[config.mk]
export PLATFORM = sky130hd
export DESIGN_NAME = stage_memory
export DESIGN_NICKNAME = d
export VERILOG_FILES = /design/src/rtl/core_pkg.sv /design/src/rtl/stage_memory_load_align.sv /design/src/rtl/stage_memory.sv
export SDC_FILE = /design/constraint.sdc
export NUM_CORES = 1
export LEC_CHECK = 0
export ABC_CLOCK_PERIOD_IN_PS = 2500
export BUFFER_PORTS_ARGS = -buffer_cell sky130_fd_sc_hd__buf_2
export CAP_MARGIN = 30
export CORE_MARGIN = 1.5
export CORE_UTILIZATION = 50
export CTS_CLUSTER_DIAMETER = 150
export DETAILED_ROUTE_END_ITERATION = 8
export GPL_ROUTABILITY_DRIVEN = 1
export PLACE_DENSITY = 0.83
export SLEW_MARGIN = 20
export SYNTH_ARGS = -nofsm -noshare
export SYNTH_HDL_FRONTEND = slang
export SYNTH_SLANG_ARGS = --single-unit
export TNS_END_PERCENT = 5
[constraint.sdc]
create_clock -name clk -period 2.5 [get_ports clk]
set_input_delay 0 -clock clk [delete_from_list [all_inputs] [get_ports clk]]
set_output_delay 0 -clock clk [all_outputs]
set_load 0.005 [all_outputs]
[src/rtl/core_pkg.sv]
// Shared encodings and lane helpers for the memory pipeline stage.
package core_pkg;

    // Writeback result source selector
    localparam logic [1:0] RES_ALU = 2'b00;
    localparam logic [1:0] RES_MEM = 2'b01;
    localparam logic [1:0] RES_PC4 = 2'b10;

    // RV32I load/store funct3 encodings
    localparam logic [2:0] F3_B  = 3'b000;
    localparam logic [2:0] F3_H  = 3'b001;
    localparam logic [2:0] F3_W  = 3'b010;
    localparam logic [2:0] F3_BU = 3'b100;
    localparam logic [2:0] F3_HU = 3'b101;

    typedef enum logic [1:0] {
        IDLE = 2'd0,
        REQ  = 2'd1,
        WAIT = 2'd2,
        DONE = 2'd3
    } mem_state_t;

    // Misaligned access or funct3 that is not a legal access for its direction
    function automatic logic access_fault(input logic is_store, input logic [2:0] f3,
                                          input logic [1:0] lo);
        logic fault;
        case (f3)
            F3_B:    fault = 1'b0;
            F3_H:    fault = lo[0];
            F3_W:    fault = (lo != 2'b00);
            F3_BU:   fault = is_store;
            F3_HU:   fault = is_store | lo[0];
            default: fault = 1'b1;
        endcase
        return fault;
    endfunction

    // Byte enables for the addressed lane(s)
    function automatic logic [3:0] byte_enable(input logic [2:0] f3, input logic [1:0] lo);
        logic [3:0] be;
        case (f3)
            F3_B, F3_BU: be = 4'b0001 << lo;
            F3_H, F3_HU: be = 4'b0011 << lo;
            F3_W:        be = 4'b1111;
            default:     be = 4'b0000;
        endcase
        return be;
    endfunction

    // Replicate store data so every lane carries the right bytes
    function automatic logic [31:0] store_lanes(input logic [2:0] f3, input logic [31:0] data);
        logic [31:0] lanes;
        case (f3)
            F3_B:    lanes = {4{data[7:0]}};
            F3_H:    lanes = {2{data[15:0]}};
            default: lanes = data;
        endcase
        return lanes;
    endfunction

endpackage

[src/rtl/stage_memory_load_align.sv]
// Extracts the addressed byte/halfword of a load response and extends it.
module load_align
    import core_pkg::*;
(
    input  logic [31:0] rdata,
    input  logic [1:0]  addr,
    input  logic [2:0]  funct3,
    output logic [31:0] result
);

    logic [7:0]  byte_s;
    logic [15:0] half_s;

    // Lane selection from the low address bits
    always_comb begin
        byte_s = 8'h00;
        case (addr)
            2'd0:    byte_s = rdata[7:0];
            2'd1:    byte_s = rdata[15:8];
            2'd2:    byte_s = rdata[23:16];
            2'd3:    byte_s = rdata[31:24];
            default: byte_s = 8'h00;
        endcase
        if (addr[1]) begin
            half_s = rdata[31:16];
        end else begin
            half_s = rdata[15:0];
        end
    end

    // Sign or zero extension by access type
    always_comb begin
        result = rdata;
        case (funct3)
            F3_B:    result = {{24{byte_s[7]}}, byte_s};
            F3_BU:   result = {24'h000000, byte_s};
            F3_H:    result = {{16{half_s[15]}}, half_s};
            F3_HU:   result = {16'h0000, half_s};
            default: result = rdata;
        endcase
    end

endmodule

[src/rtl/stage_memory.sv]
// Memory pipeline stage: RV32I loads/stores over a valid/ready bus,
// pass-through for non-memory results, single registered writeback result.
module stage_memory
    import core_pkg::*;
#(
    parameter int ADDR_W = 32,
    parameter int XLEN   = 32
) (
    input  logic              clk,
    input  logic              rst_n,
    input  logic              execute_valid,
    input  logic [4:0]        execute_rd,
    input  logic              execute_wr_enable,
    input  logic [1:0]        execute_result_src,
    input  logic              execute_mem_write,
    input  logic [2:0]        execute_funct3,
    input  logic [XLEN-1:0]   execute_alu_result,
    input  logic [XLEN-1:0]   execute_store_data,
    input  logic [XLEN-1:0]   execute_instr_addr_plus,
    output logic              dmem_req_valid,
    input  logic              dmem_req_ready,
    output logic              dmem_req_we,
    output logic [ADDR_W-1:0] dmem_req_addr,
    output logic [XLEN-1:0]   dmem_req_wdata,
    output logic [3:0]        dmem_req_be,
    input  logic              dmem_rsp_valid,
    input  logic [XLEN-1:0]   dmem_rsp_rdata,
    output logic              memory_valid,
    output logic [4:0]        memory_rd,
    output logic              memory_wr_enable,
    output logic [XLEN-1:0]   memory_result,
    output logic              memory_misaligned,
    output logic              memory_stall
);

    mem_state_t        state_r;
    logic              req_valid_r;
    logic              req_we_r;
    logic [ADDR_W-1:0] req_addr_r;
    logic [XLEN-1:0]   req_wdata_r;
    logic [3:0]        req_be_r;
    logic [2:0]        funct3_r;
    logic [1:0]        addr_lo_r;
    logic [4:0]        rd_r;
    logic              wr_en_r;
    logic              mem_valid_r;
    logic [4:0]        mem_rd_r;
    logic              mem_wr_enable_r;
    logic [XLEN-1:0]   mem_result_r;
    logic              mem_misaligned_r;

    logic              is_mem_s;
    logic              fault_s;
    logic [XLEN-1:0]   load_value_s;

    // Classify the incoming execute instruction
    always_comb begin
        is_mem_s = execute_mem_write | (execute_result_src == RES_MEM);
        fault_s  = access_fault(execute_mem_write, execute_funct3, execute_alu_result[1:0]);
    end

    load_align u_load_align (
        .rdata  (dmem_rsp_rdata),
        .addr   (addr_lo_r),
        .funct3 (funct3_r),
        .result (load_value_s)
    );

    // Transaction FSM with registered bus and writeback outputs
    always_ff @(posedge clk or negedge rst_n) begin
        if (!rst_n) begin
            state_r          <= IDLE;
            req_valid_r      <= 1'b0;
            req_we_r         <= 1'b0;
            req_addr_r       <= '0;
            req_wdata_r      <= '0;
            req_be_r         <= 4'b0000;
            funct3_r         <= 3'b000;
            addr_lo_r        <= 2'b00;
            rd_r             <= 5'd0;
            wr_en_r          <= 1'b0;
            mem_valid_r      <= 1'b0;
            mem_rd_r         <= 5'd0;
            mem_wr_enable_r  <= 1'b0;
            mem_result_r     <= '0;
            mem_misaligned_r <= 1'b0;
        end else begin
            // writeback strobes are single-cycle pulses
            mem_valid_r      <= 1'b0;
            mem_wr_enable_r  <= 1'b0;
            mem_misaligned_r <= 1'b0;
            case (state_r)
                IDLE: begin
                    if (execute_valid) begin
                        if (!is_mem_s) begin
                            mem_valid_r     <= 1'b1;
                            mem_rd_r        <= execute_rd;
                            mem_wr_enable_r <= execute_wr_enable;
                            if (execute_result_src == RES_PC4) begin
                                mem_result_r <= execute_instr_addr_plus;
                            end else begin
                                mem_result_r <= execute_alu_result;
                            end
                        end else if (fault_s) begin
                            // trap: retire without touching the bus
                            mem_valid_r      <= 1'b1;
                            mem_misaligned_r <= 1'b1;
                            mem_rd_r         <= execute_rd;
                            mem_result_r     <= '0;
                        end else begin
                            state_r     <= REQ;
                            req_valid_r <= 1'b1;
                            req_we_r    <= execute_mem_write;
                            req_addr_r  <= {execute_alu_result[ADDR_W-1:2], 2'b00};
                            req_be_r    <= byte_enable(execute_funct3, execute_alu_result[1:0]);
                            req_wdata_r <= store_lanes(execute_funct3, execute_store_data);
                            funct3_r    <= execute_funct3;
                            addr_lo_r   <= execute_alu_result[1:0];
                            rd_r        <= execute_rd;
                            wr_en_r     <= execute_wr_enable & ~execute_mem_write;
                        end
                    end
                end
                REQ: begin
                    if (dmem_req_ready) begin
                        req_valid_r <= 1'b0;
                        if (req_we_r) begin
                            state_r     <= DONE;
                            mem_valid_r <= 1'b1;
                            mem_rd_r    <= rd_r;
                        end else begin
                            state_r <= WAIT;
                        end
                    end
                end
                WAIT: begin
                    if (dmem_rsp_valid) begin
                        state_r         <= DONE;
                        mem_valid_r     <= 1'b1;
                        mem_rd_r        <= rd_r;
                        mem_wr_enable_r <= wr_en_r;
                        mem_result_r    <= load_value_s;
                    end
                end
                DONE: begin
                    state_r <= IDLE;
                end
                default: begin
                    state_r     <= IDLE;
                    req_valid_r <= 1'b0;
                end
            endcase
        end
    end

    // Stall is a pure function of the state
    always_comb begin
        if (state_r != IDLE) begin
            memory_stall = 1'b1;
        end else begin
            memory_stall = 1'b0;
        end
    end

    assign dmem_req_valid    = req_valid_r;
    assign dmem_req_we       = req_we_r;
    assign dmem_req_addr     = req_addr_r;
    assign dmem_req_wdata    = req_wdata_r;
    assign dmem_req_be       = req_be_r;
    assign memory_valid      = mem_valid_r;
    assign memory_rd         = mem_rd_r;
    assign memory_wr_enable  = mem_wr_enable_r;
    assign memory_result     = mem_result_r;
    assign memory_misaligned = mem_misaligned_r;

endmodule

; ---- Word level (Yosys, flattened, before mapping)
; Index checks and enable logic that the tools add are counted.
; Widths: inputs -> output; s select.
[word_totals]
regBits = 121
out_inout_bits = 111
elab_cells = 106
[classes]
n_eq_ne = 22
n_shift = 2
muxes = 46
bitwise = 5
reduce_logical = 16
[op_table]
columns = cell, n
row1 = $mux 32, 5
row2 = $pmux 32 s2, 2
row3 = $pmux 32 s4, 1
row4 = $pmux 8 s4, 1
row5 = $mux 5, 6
row6 = $mux 1, 18
row7 = $mux 16, 1
row8 = $pmux 5 s3, 1
row9 = $eq 3x3->1 const B, 4
row10 = $ne 2x2->1 const B, 6
row11 = $pmux 4 s3, 1
row12 = $eq 2x2->1 const B, 5
row13 = $mux 2, 5
row14 = $reduce_and 5->1, 2
row15 = $pmux 2 s4, 1
row16 = $reduce_and 4->1, 2
row17 = $reduce_bool 2->1, 4
row18 = $eq 2x1->1 const B, 3
row19 = $eq 3x1->1 const B, 2
row20 = $logic_not 3->1, 2
row21 = $reduce_and 6->1, 1
row22 = $pmux 1 s5, 1
row23 = $logic_not 2->1, 2
row24 = $pmux 1 s2, 2
row25 = other kinds (10), 13

; ---- Depth between registers and ports, before layout
[logic_depth]
ltp_word = 6
mapped_depth = 9
ltp_nobuf = 6

; ---- Modules after synthesis
; A second synthesis with hierarchy kept.
[hier_totals]
hier_cells = 612
area_unflattened_um2 = 6630.1
[by_module_without_submodules]
columns = module, n_inst, cells_per_inst, area_per_inst_um2, seq_area_each_um2
row1 = stage_memory, 1, 501, 5962.0, 3027.9
row2 = load_align, 1, 111, 668.1, 0.0

; ---- Worst setup path after synthesis
; Ideal clock, no wire load.
[synth_timing]
path_kind = register to register
from = register state_r[0]
to = register mem_result_r[30] (netlist: memory_result[30])
arrival_ps = 1874
required_ps = 2400
path_slack_ps = 527
stages_incl_launch_ff = 10
path_buffers = 3
period_less_slack_ps = 1973
path_cell_list = dfrtp_1 -> inv_1 -> ha_1 -> buf_2 -> nand2b_1 -> o211a_1 -> buf_1 -> clkbuf_1 -> a21oi_1 -> a311oi_1
[synth_between]
elab_chain_len = 3
word_cells_on_any_way = 8
classes_between = eq/ne (4) / mux (1) / reduce/logical (3)
[synth_lines]
columns = item, line
row1 = "start, declared", stage_memory.sv:36  ; mem_state_t state_r;
row2 = "start signal, assigned", stage_memory.sv:72  ; state_r <= IDLE;
row3 = "start signal, assigned", stage_memory.sv:111  ; state_r <= REQ;
row4 = "start signal, assigned", stage_memory.sv:128  ; state_r <= DONE;
row5 = $eq 2x2->1 or $logic_not 2->1 (tied branches), stage_memory.sv:92  ; case (state_r)
row6 = $ne 2x2->1 (no line) (tied with other cells), --
row7 = $reduce_and 4->1 (no line), --
row8 = "end signal, assigned", stage_memory.sv:100  ; mem_result_r <= execute_instr_addr_plus;
row9 = "end signal, assigned", stage_memory.sv:102  ; mem_result_r <= execute_alu_result;
row10 = "end signal, assigned", stage_memory.sv:142  ; mem_result_r <= load_value_s;
row11 = "end, declared", stage_memory.sv:49  ; logic [XLEN-1:0] mem_result_r;
; Several ways; a longest one is shown, not always the timed one.
; A chain may end at the register's enable or synchronous reset.

; ---- Worst setup path in the final report
[layout_timing]
from = register addr_lo_r[1]
to = register mem_result_r[10] (netlist: memory_result[10])
[layout_between]
elab_chain_len = 5
word_cells_on_any_way = 9
classes_between = eq/ne (3) / mux (5) / reduce/logical (1)
[layout_lines]
columns = item, line
row1 = "start, declared", stage_memory.sv:43  ; logic [1:0] addr_lo_r;
row2 = "start signal, assigned", stage_memory.sv:118  ; addr_lo_r <= execute_alu_result[1:0];
row3 = $eq 2x2->1 (tied with other cells), stage_memory_load_align.sv:17  ; case (addr)
row4 = $pmux 8 s4, stage_memory_load_align.sv:17
row5 = $pmux 32 s4 *, stage_memory_load_align.sv:34  ; case (funct3)
row6 = $mux 32 *, stage_memory.sv:137  ; if (dmem_rsp_valid) begin
row7 = $pmux 32 s2 *, stage_memory.sv:92
; Every way passes the cells marked *; elsewhere a longest branch is shown, timed or not. The select of a mux whose other input is x is not followed.

==> results.md <==
Outcome:
- The flow ran to the end, and the final reports show no timing, DRC or antenna violations.

Clock tree:
- The TritonCTS clock tree is done.
- The count of H-tree levels built during CTS is 4.
- The clock passes through at most 2 buffers.
- After clock tree synthesis, the clock-pin slew on the worst setup and hold paths is 0.06 ns.
- TritonCTS created 17 clock buffers.
- The clock reaches the later pin of the worst-skew pair after 0.42 ns.
- The cell at the root of the clock tree is clkbuf_16.
- Post-CTS repair changed the size of 0 cells.
- Clock tree synthesis found a total of 121 sinks.

GRT:
- The overall overflow remaining after global route is 0.
- Entering global routing, the biggest net connects 79 pins.
- The via count of the first global-routing pass is 7,001.
- The first global-routing pass estimated 35.5 mm of wire.
- The global-route total usage across every layer is 32.1%.
- The number of antenna violations at the first check in global routing came to 0.

Critical path:
- The critical path starts at addr_lo_r[1]$_DFFE_PN0P_.
- The worst reg-to-reg setup slack is 0.26 ns.
- The critical path class is flip-flop to flip-flop.
- On the critical path the largest part of the delay comes from compound AO/OA/AOI/OAI gates.
- The worst register-to-register path ends at memory_result[10]$_DFFE_PN0P_.
- The capturing element type of the critical path is a flip-flop.
- The critical path's largest stage delay is 0.60 ns.
- In this run the worst setup path terminates at memory_result[10]$_DFFE_PN0P_.
- The arrival time of data at the critical path endpoint is 2.53 ns.
- For the worst setup path, the data required time is 2.79 ns.
- Together, buffers and inverters on the worst path number 2.
- The master of the slowest instance on the critical path is dfrtp_1.
- The most frequent cell on the critical path is buf_4.
- STA classifies the critical path startpoint as a flip-flop.
- The critical path crosses 6 cells after its start point.
- The critical path goes through buf_4 > nor2b_1 > buf_4 > a22oi_1 > o211a_1 > o31ai_1.
- The startpoint identified for the worst register-to-register timing path is addr_lo_r[1]$_DFFE_PN0P_.
- Along the worst path, the maximum fanout reaches 14.
- The number of cells on the worst reg-to-reg path is 6.

Floorplanning:
- The floorplan has 42 rows.
- The die extent in x is 119 µm.
- The effective utilization at floorplan is 51.2%.
- The area of the die is 14,200 µm².
- Pin placement for this block handled 256 I/O pins.
- The die is 119 µm tall.
- The total core area is 13,200 µm².

Route:
- In the final routed layout, each cell accounts on average for 18.9 µm.
- Using the TritonRoute via totals, the vias-per-cell ratio works out to 5.78.
- The vias after detailed routing is 7,021.
- The number of DRC markers in iteration 0 is 710.
- Before antenna repair, the detailed router went through 6 iterations.
- The final layout contains routed wiring with a total length of 23.0 mm.
- For this run, design rule violations remaining after detail routing come to 0.
- The count of nets left with antenna violations once routing finished came out at 0.

Power:
- The worst-case IR drop observed on VDD is 647 µV.
- The total power divided by cell area is 1060 nW/µm².
- The static power due to leakage is 4.71 nW.

Yosys:
- The synthesized flop and latch total is 121.
- Ranked by total cell area, the synthesized netlist is headed by dfrtp_1 (45%), mux2_2 (9.7%), o21ai_0 (5.4%), nand2_1 (5.3%), mux2i_1 (4.6%).
- The share of synthesized registers carrying an async set or reset is 100%.
- Synthesis produced a netlist whose cell count is 691.
- A synthesized cell averages 9.77 µm².
- After synthesis, the netlist uses 62 different library cells.
- For this run, the number of Yosys warnings is 0.
- After synthesis, flip-flops and latches occupy 44.8% of the total area.
- The synthesized area is 6750 µm².
- Summed over its instances, the top area cell type makes up 44.8% of the synthesized netlist area.
- The synthesized design contains 0 enable-type register cells.
- Among all flip-flop cells after synthesis, the most frequent one is dfrtp_1.
- Summed over all instances, the cell type with the most area after synthesis is dfrtp_1.

Place:
- The final HPWL from detailed placement is 14.7 mm.
- Buffers placed on the I/O ports in this run total 253.
- In this run the cell area measured after placement is 8200 µm².
- At the end of routability-driven placement, the weighted congestion stood at 0.969.

Min path:
- The worst hold path passes through 4 cells.
- In this run the worst hold path is classified as input port to flip-flop.

Timing:
- Clock skew on the completed layout was measured at 0.00876 ns.
- The achievable frequency is 446 MHz.
- The count of pins over their slew limit is 0.
- After layout, the minimum clock period comes to 2.24 ns.
- In the finished design, the share of the clock period the worst path needs comes to 89.7%.
- Summed over all failing endpoints, the final setup total negative slack is 0 ns.
- Setup repair after global routing left no endpoint under its margin.
- Setup violations remaining at the end of the flow were counted as 0.
- The relative slew slack is 50.2%.
- The final-report hold violation count was 0.
- The slew at the pin with the worst max-slew slack is 0.745 ns.

Layout:
- The sequential standard cell area is 3030 µm².
- The post-route standard cell area excluding fillers is 9780 µm².
- Cells with a size suffix above 1 make up 37.1% of the layout.
- The multi-input combinational cells in the finished layout cover a total of 3350 µm².
- After filler insertion, the fill cell instance count of the layout stands at 925.
- Compared with the post-synthesis result, the final layout area differs by 44.8%.
- The final layout contains 1,174 nets.

Job:
- Max-cap violations in this run came to 0.
-- where the power goes --
part	switching (mW)	internal, mW	total (mW)
Combinational	2.28	2.11	4.39
Sequential	0.608	2.88	3.48
Clock	0.876	1.62	2.50
Total	3.77	6.61	10.4
-- what timing repair did --
item,CTS,global route
hold endpoints to repair,143,0
buffers inserted,0,0
hold buffers,96,0
-- state kept, by name, indices dropped and copies added (netlist names), 2 cells and up --
| name | count |
|---|---|
| addr_lo_r | 2 |
| dmem_req_addr | 30 |
| dmem_req_be | 4 |
| dmem_req_wdata | 32 |
| funct3_r | 3 |
| memory_rd | 5 |
| memory_result | 32 |
| rd_r | 5 |
| state_r | 2 |
-- final cells by class --
class / count / share of cell area [%]
Inverter: 26 / 0.998
Clock buffer: 26 / 5.31
Multi-Input combinational cell: 481 / 34.3
Timing Repair Buffer: 378 / 25.3
Antenna cell: 1 / 0.0256
Tap cell: 176 / 2.25
Sequential cell: 121 / 31.0
Clock inverter: 6 / 0.870
-- worst min path at each step --
stage	start	endpoint	slack, ns
2_1_floorplan	rst_n	addr_lo_r[0]$_DFFE_PN0P_	-0.30
3_3_place_gp	rst_n	dmem_req_addr[12]$_DFFE_PN0P_	0.06
3_5_place_dp	rst_n	memory_result[6]$_DFFE_PN0P_	0.06
4_1_cts	execute_instr_addr_plus[1]	memory_result[1]$_DFFE_PN0P_	0.002
5_1_grt	execute_funct3[1]	dmem_req_be[0]$_DFFE_PN0P_	0.03
6_report	dmem_rsp_rdata[12]	memory_result[12]$_DFFE_PN0P_	0.01
-- worst min-delay path, cell delays in order --
cell and delay [ns]:
buf_2 0.11, nand2_1 0.06, o211a_1 0.16, o31ai_1 0.07
-- through the flow --
stage | instances | setup WS [ns] | total power, mW | utilization (%) | hold slack, ns
global route | 1214 | 0.159 | 10.9 | 74.1 | 0.0331
floorplan | 692 | 0.527 | 5.94 | - | -0.296
detailed placement | 1085 | 0.296 | 7.59 | 62.2 | 0.0624
global placement | 1085 | 0.362 | 7.44 | 62.2 | 0.0607
finish | 1215 | 0.259 | 10.4 | 74.1 | 0.0131
CTS | 1213 | 0.270 | 10.3 | 74.1 | 0.00190
-- Yosys cell counts (all sizes together) (2+ instances only) --
cell,count
o211a,9
a31oi,2
inv,26
o31ai,9
nand2b,5
o2111ai,16
clkbuf,36
and2,2
a21oi,48
a22oi,14
nand3,6
nor2b,4
or3b,2
ha,4
o21a,2
nor3b,3
o21ai,77
nor3,4
o211ai,3
a22o,8
buf,28
o221ai,5
mux2i,31
a311oi,16
a222oi,4
a221oi,3
nor2,12
o32ai,2
nand3b,16
nor4,3
dfrtp,121
mux2,58
nand2,96
-- layer usage --
| layer | GRT usage (%) | part of all wire [%] | routed length, µm | vias up |
|---|---|---|---|---|
| met1 | 38.6 | 39 | 8900 | 3293 |
| met5 | 0 | 0 | 0 | - |
| met2 | 53.3 | 49 | 11300 | 435 |
| met4 | 17.5 | 4.5 | 1030 | 0 |
| met3 | 7.52 | 7.9 | 1810 | 89 |
| li1 | - | - | - | 3204 |
-- cell usage in the layout (no fill, tap or decap), types with 4 or more instances in the layout --
| cell type | n |
|---|---|
| buf_2 | 252 |
| o2111ai_1 | 16 |
| a311oi_1 | 16 |
| mux2i_1 | 31 |
| nor2_1 | 10 |
| a22oi_1 | 13 |
| o211a_1 | 9 |
| a21oi_1 | 48 |
| clkbuf_16 | 17 |
| nand2_1 | 96 |
| dlygate4sd3_1 | 96 |
| buf_4 | 28 |
| a22o_1 | 8 |
| clkbuf_8 | 6 |
| ha_1 | 4 |
| nand2b_1 | 5 |
| a222oi_1 | 4 |
| nand3_1 | 6 |
| o31ai_1 | 9 |
| dfrtp_1 | 121 |
| mux2_2 | 58 |
| nand3b_1 | 16 |
| o21ai_0 | 73 |
| inv_1 | 26 |
-- logic make-up (layout without fill, tap and decap cells) --
family / Yosys count / in the layout / synth area share, %
muxes: 89 / 89 / 14.3
DFF: 121 / 121 / 44.8
xor gates and xnor gates: 1 / 1 / 0.130
buffers and inverters: 90 / 436 / 5.89
adders and majority gates: 4 / 4 / 0.741
and+or+nand+nor: 157 / 157 / 11.1
other: 1 / 3 / 0.0555
AOI/OAI and AO/OA: 228 / 228 / 23.0
No activity file was read; power rests on OpenSTA's default activity.
